==> config.mk <==
export PLATFORM = sky130hd
export DESIGN_NAME = bam_sequencer
export DESIGN_NICKNAME = d
export VERILOG_FILES = /design/src/rtl/bam_pkg.sv /design/src/rtl/bam_decode.sv /design/src/rtl/bam_sequencer.sv
export SDC_FILE = /design/constraint.sdc
export NUM_CORES = 1
export LEC_CHECK = 0
export CAP_MARGIN = 20
export CORE_UTILIZATION = 53
export CTS_BUF_LIST = sky130_fd_sc_hd__clkbuf_8
export CTS_CLUSTER_SIZE = 10
export DETAILED_ROUTE_END_ITERATION = 16
export GPL_TIMING_DRIVEN = 0
export MAX_ROUTING_LAYER = met4
export PLACE_DENSITY = 0.85
export SYNTH_ARGS = -nofsm -noshare
export SYNTH_HDL_FRONTEND = slang
export SYNTH_HIERARCHICAL = 1
export SYNTH_SLANG_ARGS = --single-unit
==> constraint.sdc <==
create_clock -name clk -period 10.92 [get_ports clk]
set_input_delay 2.184 -clock clk [delete_from_list [all_inputs] [get_ports clk]]
set_output_delay 2.184 -clock clk [all_outputs]
set_load 0.02 [all_outputs]
==> src/rtl/bam_pkg.sv <==
// Shared constants and types for the bam control path: opcodes, funct codes,
// ALU select encodings and the sequencer state enum.
package bam_pkg;

  localparam logic [5:0] OP_RTYPE = 6'b000000;
  localparam logic [5:0] OP_STI   = 6'b101011;

  localparam logic [5:0] FN_AND = 6'b100100;
  localparam logic [5:0] FN_OR  = 6'b100101;
  localparam logic [5:0] FN_ADD = 6'b100000;
  localparam logic [5:0] FN_SUB = 6'b100010;
  localparam logic [5:0] FN_SLT = 6'b101010;
  localparam logic [5:0] FN_NOR = 6'b100111;

  localparam logic [3:0] ALU_AND = 4'b0000;
  localparam logic [3:0] ALU_OR  = 4'b0001;
  localparam logic [3:0] ALU_ADD = 4'b0010;
  localparam logic [3:0] ALU_SUB = 4'b0110;
  localparam logic [3:0] ALU_SLT = 4'b0111;
  localparam logic [3:0] ALU_NOR = 4'b1100;

  typedef enum logic [1:0] {
    IDLE   = 2'd0,
    DECODE = 2'd1,
    EXEC   = 2'd2,
    WB     = 2'd3
  } stateT;

endpackage

==> src/rtl/bam_decode.sv <==
// Purely combinational instruction classifier for the bam control path.
// Kept separate so a future pipelined sequencer can reuse it unchanged.
module bam_decode
  import bam_pkg::*;
(
  input  logic [31:0] instrData,
  output logic        isRtype,
  output logic        isStore,
  output logic        isIllegal,
  output logic [3:0]  aluSel
);

  logic [5:0] opcode;
  logic [5:0] funct;
  // Operand fields are consumed by the sequencer, not by the classifier.
  logic       unusedFields;

  assign opcode       = instrData[31:26];
  assign funct        = instrData[5:0];
  assign unusedFields = ^instrData[25:6];

  // Classify the word and map the funct field onto an ALU select.
  always_comb begin
    isRtype   = 1'b0;
    isStore   = 1'b0;
    isIllegal = 1'b1;
    aluSel    = ALU_AND;
    if (opcode == OP_RTYPE) begin
      isRtype   = 1'b1;
      isIllegal = 1'b0;
      case (funct)
        FN_AND:  aluSel = ALU_AND;
        FN_OR:   aluSel = ALU_OR;
        FN_ADD:  aluSel = ALU_ADD;
        FN_SUB:  aluSel = ALU_SUB;
        FN_SLT:  aluSel = ALU_SLT;
        FN_NOR:  aluSel = ALU_NOR;
        default: begin
          isRtype   = 1'b0;
          isIllegal = 1'b1;
        end
      endcase
    end else if (opcode == OP_STI) begin
      isStore   = 1'b1;
      isIllegal = 1'b0;
    end
  end

endmodule

==> src/rtl/bam_sequencer.sv <==
// Multi-cycle control stage feeding the bam datapath. Accepts one instruction
// word at a time, walks it through DECODE/EXEC/WB and drives the register,
// ALU and data-memory controls, plus debug counters and a sticky error flag.
module bam_sequencer
  import bam_pkg::*;
#(
  parameter int EXEC_CYCLES = 1,
  parameter int COUNT_W     = 16
) (
  input  logic               clk,
  input  logic               rst,
  input  logic               instrValid,
  input  logic [31:0]        instrData,
  output logic               instrReady,
  input  logic               bamZf,
  output logic [4:0]         bamRA1,
  output logic [4:0]         bamRA2,
  output logic [4:0]         bamDirB,
  output logic [3:0]         bamSel,
  output logic               bamRegWrite,
  output logic               bamwr,
  output logic [4:0]         bamDir,
  output logic [31:0]        bamDi,
  output logic               busy,
  output logic               illegal,
  output logic [COUNT_W-1:0] instrCount,
  output logic [COUNT_W-1:0] zeroCount
);

  // EXEC holds for EXEC_CYCLES cycles, so the down-counter starts one below.
  localparam logic [3:0]         EXEC_LOAD = 4'(EXEC_CYCLES - 1);
  localparam logic [COUNT_W-1:0] CNT_ONE   = COUNT_W'(1);
  localparam logic [COUNT_W-1:0] CNT_MAX   = '1;

  stateT       state;
  logic [31:0] instrWord;
  logic        wordIsR;
  logic [3:0]  execCnt;

  logic        decRtype;
  logic        decStore;
  logic        decIllegal;
  logic [3:0]  decSel;

  bam_decode uDecode (
    .instrData (instrWord),
    .isRtype   (decRtype),
    .isStore   (decStore),
    .isIllegal (decIllegal),
    .aluSel    (decSel)
  );

  // Sequencer FSM with every output registered; write strobes default low
  // so they can only ever last the single WB cycle.
  always_ff @(posedge clk or posedge rst) begin
    if (rst) begin
      state       <= IDLE;
      instrWord   <= '0;
      wordIsR     <= 1'b0;
      execCnt     <= '0;
      instrReady  <= 1'b0;
      bamRA1      <= '0;
      bamRA2      <= '0;
      bamDirB     <= '0;
      bamSel      <= '0;
      bamRegWrite <= 1'b0;
      bamwr       <= 1'b0;
      bamDir      <= '0;
      bamDi       <= '0;
      busy        <= 1'b0;
      illegal     <= 1'b0;
      instrCount  <= '0;
      zeroCount   <= '0;
    end else begin
      bamRegWrite <= 1'b0;
      bamwr       <= 1'b0;
      case (state)
        IDLE: begin
          if (instrValid && instrReady) begin
            instrWord  <= instrData;
            instrReady <= 1'b0;
            busy       <= 1'b1;
            state      <= DECODE;
          end else begin
            instrReady <= 1'b1;
          end
        end
        DECODE: begin
          if (decIllegal) begin
            illegal    <= 1'b1;
            busy       <= 1'b0;
            instrReady <= 1'b1;
            state      <= IDLE;
          end else if (decRtype) begin
            bamRA1  <= instrWord[25:21];
            bamRA2  <= instrWord[20:16];
            bamSel  <= decSel;
            execCnt <= EXEC_LOAD;
            wordIsR <= 1'b1;
            state   <= EXEC;
          end else if (decStore) begin
            bamDir  <= instrWord[20:16];
            bamDi   <= {16'h0000, instrWord[15:0]};
            bamwr   <= 1'b1;
            wordIsR <= 1'b0;
            state   <= WB;
          end
        end
        EXEC: begin
          if (execCnt == 4'd0) begin
            bamDirB     <= instrWord[15:11];
            bamRegWrite <= (instrWord[15:11] != 5'd0);
            state       <= WB;
          end else begin
            execCnt <= execCnt - 4'd1;
          end
        end
        WB: begin
          busy       <= 1'b0;
          instrReady <= 1'b1;
          state      <= IDLE;
          if (instrCount != CNT_MAX) begin
            instrCount <= instrCount + CNT_ONE;
          end
          if (wordIsR && bamZf && (zeroCount != CNT_MAX)) begin
            zeroCount <= zeroCount + CNT_ONE;
          end
        end
        default: state <= IDLE;
      endcase
    end
  end

endmodule

==> Implementation_results.wiki <==
{| class="wikitable"
! Metric !! Value
|-
| Outcome || finished, final reports clean
|-
| Crit path largest cell delay || about 0.66 ns
|-
| Post-cts repair resize count || 0
|-
| Clock transition at path regs || about 0.080 ns
|-
| Die area || 10200 µm²
|-
| Minimum clock period after layout || 3.74 ns
|-
| Clock root cell || clkbuf_8
|-
| Vias in the first global route || around 3600
|-
| Skew-Pair Late Insertion Delay || 0.42 ns
|-
| Storage element area || a little under 3000 µm²
|-
| Synth Flop Type || dfrtp_1
|-
| Synth async-reset ratio || 100%
|-
| Wire length of the first global-routing pass || around 17 mm
|-
| Worst-case setup margin in the final layout || roughly 7.2 ns
|-
| Maximum capacitance violations || 0
|-
| Final GP Congestion || approximately 0.8
|-
| Area share of the leading cell type in the synthesized netlist || approximately 56%
|-
| Area contributors post-synth || dfrtp_1 56%, mux2_2 16%, xor2_1 3.9%
|-
| Rows || 35
|-
| Routed via count || between 3000 and 4000
|-
| Number of flops mapped to enable cells by yosys || 0
|-
| Number of warnings printed during yosys synthesis || 6
|-
| Critical-path top delay cell || clkdlybuf4s50_1
|-
| Max-slew violation count || 0
|-
| Worst Hold Class || reg -> reg
|-
| Top library cells by usage in the layout, fill and taps aside || 116 x dfrtp_1, 112 x clkdlybuf4s50_1, 75 x mux2_2
|-
| Pre-CTS setup slack || about 7.0 ns
|-
| IO Count || 129
|-
| Placeable core area || just over 9000 µm²
|-
| Distinct cell type count of the synthesized netlist || 55
|-
| Cell area after technology mapping || between 5000 and 6000 µm²
|-
| Total Routing Usage GR || 22.7%
|-
| Effective utilization at floorplan || 55.4%
|-
| Yosys reg bits || approximately 120
|-
| Area used by multi-input combinational logic || around 2100 µm²
|-
| Final layout net count || 584
|-
| Capturing element type of the critical path || primary output
|-
| F_max || about 0.27 GHz
|-
| Proportion of synthesized chip area in sequential cells || a little under three fifths
|-
| Total overflow reported by the global router || 0
|-
| Portion of the clock cycle consumed by the worst path in the final layout || 34.3%
|-
| CP Cell Sequence || clkdlybuf4s50_1
|-
| Worst Path Class, Setup || reg -> out
|-
| Fin Setup TNS || 0 ns
|-
| Clock sink count || about 120
|-
| Most common cell after layout, fill and taps aside || dfrtp_1
|-
| DRC violations left || 0
|-
| Pin count of the biggest net entering global routing || 64
|-
| Largest voltage drop on the vdd net || between 0.1 and 0.15 mV
|-
| Pwr/cell area || ~140 nW/µm²
|-
| Vias per cell || just over 5
|-
| Count of H-tree levels built during CTS || 4
|-
| Longest Clk Path Bufs || 2
|-
| Inserted Clock Buffers || 17
|-
| Unrepaired setup endpoints after global routing || no
|-
| CP arrival || roughly 1.6 ns
|-
| Leakage dissipation || roughly 3.2 nW
|-
| Peak fanout along the critical path || 5
|-
| Worst setup SP type || flip-flop
|-
| Drt pass-1 iters || 4
|-
| Slew margin rel. || between 40 and 50%
|-
| Number of failing setup endpoints in the final timing report || 0
|-
| Overall Power || 0.956 mW
|-
| Fill cells || about 660
|-
| Vertical die dimension || between 100 and 150 µm
|-
| Sum of net half-perimeters after detailed placement || roughly 7.2 mm
|-
| Count of hold buffers inserted by post-cts repair || 0
|-
| Worst Path Buf+Inv || 1
|-
| Fin Clk Skew || between 0.01 and 0.015 ns
|-
| Mean Syn Cell Area || between 10 and 15 µm²
|-
| Largest area contributor in the synthesized netlist || dfrtp_1
|-
| Clock tree from TritonCTS || yes
|-
| Crit path required time || a little under 9 ns
|-
| Fraction of layout instances using a drive strength above 1 || between 20 and 30%
|-
| R2R setup slack || roughly 8.3 ns
|-
| Die Span X || ~100 µm
|-
| Ant. Diodes || 0
|-
| Area overhead of the layout relative to synthesis || 33.4%
|-
| Family of cells with the greatest summed delay on the critical path || buffers and inverters
|-
| Synth Instances || 397
|-
| ANT nets after route || 0
|-
| Number of input and output port buffers inserted || around 110
|-
| Per-cell routed wire length || 15.0 µm
|-
| Transition at the pin with the smallest max-transition slack || around 0.79 ns
|-
| Routed Wire Length || 10.3 mm
|-
| Post-CTS setup-driven buffer insertion count || 0
|-
| Number of DRC markers after the initial detailed-route iteration || around 90
|-
| Initial antenna violation count || 0
|-
| Endpoints failing hold || 0
|}
## Yosys cell counts, drive strengths merged, types with 2 or more instances
cell / instances
nor4: 9
or2: 2
o21ai: 3
nor2b: 2
nand2b: 4
o31ai: 3
inv: 9
a211oi: 3
nor4b: 4
nand2: 18
clkbuf: 2
nor3: 10
ha: 4
a21oi: 10
nand3: 12
and4: 3
nand4: 7
dfrtp: 116
and3: 2
buf: 26
xor2: 23
mux2: 80
nor2: 20
nor3b: 3
and2: 6
o22ai: 2
## final cells by class
| class | count | area share (%) |
|---|---|---|
| flip-flops and latches | 116 | 42.1 |
| inverters | 9 | 0.526 |
| multi-input cells | 259 | 30.4 |
| repair buffers | 113 | 16.7 |
| clock inverters | 15 | 1.80 |
| well taps | 129 | 2.34 |
| plain buffers | 28 | 2.79 |
| clock buffers | 17 | 3.39 |
## final timing paths
path | start | depth (start not counted) | endpoint
worst max-delay path | zeroCount[3]$_DFFE_PP0P_ | 1 | zeroCount[3]
worst min-delay path | illegal$_DFFE_PP0P_ | 1 | illegal$_DFFE_PP0P_
worst max register to register | instrWord[4]$_DFFE_PP0P_ | 8 | bamRA2[3]$_DFFE_PP0P_
worst min register to register | illegal$_DFFE_PP0P_ | 1 | illegal$_DFFE_PP0P_
max in group asynchronous | rst | 3 | instrWord[15]$_DFFE_PP0P_
min in group asynchronous | rst | 2 | execCnt[3]$_DFFE_PP0P_
## where the power goes
part | total [mW] | switching (mW) | internal, mW
Combinational | 0.104 | 0.0447 | 0.0597
Sequential | 0.497 | 0.0320 | 0.465
Clock | 0.355 | 0.193 | 0.162
Total | 0.956 | 0.270 | 0.686
## metrics by stage
stage | instances | hold WS [ns] | instance area (µm²) | util (%)
CTS | 686 | 0.493 | 6900 | 74.0
finish | 686 | 0.493 | 6900 | 74.0
floorplan | 412 | 0.442 | 5230 | -
global route | 686 | 0.504 | 6900 | 74.0
detailed placement | 654 | 0.476 | 6540 | 70.1
global placement | 653 | 0.467 | 6510 | 69.8
## cells by family after synthesis
logic type / count (synthesis) / share of synthesized area, %
AOI/OAI and AO/OA: 29 / 3.70
muxes: 81 / 17.6
xor gates and xnor gates: 24 / 4.06
and+or+nand+nor: 105 / 13.1
DFF: 116 / 56.1
other: 1 / 0.0725
adders and majority gates: 4 / 0.968
buffers and inverters: 37 / 4.38
## per-layer routing
layer / track usage, % / vias up / share of wire, %
met1: 28.6 / 1705 / 45
li1: - / 1679 / -
met5: - / - / 0
met3: 8.39 / 11 / 7.8
met2: 34.4 / 121 / 47
met4: 7.02 / 0 / 0.72
## state kept, by name, summed over array words and instances, names as in the netlist, named ones only
register	cells
instrWord	32
bamDi	16
instrCount	16
zeroCount	16
bamDirB	5
bamDir	5
bamRA1	5
bamRA2	5
bamSel	4
execCnt	4
bamRegWrite	1
bamwr	1
busy	1
illegal	1
instrReady	1
state	1
wordIsR	1
(Power assumes the default switching activity.)
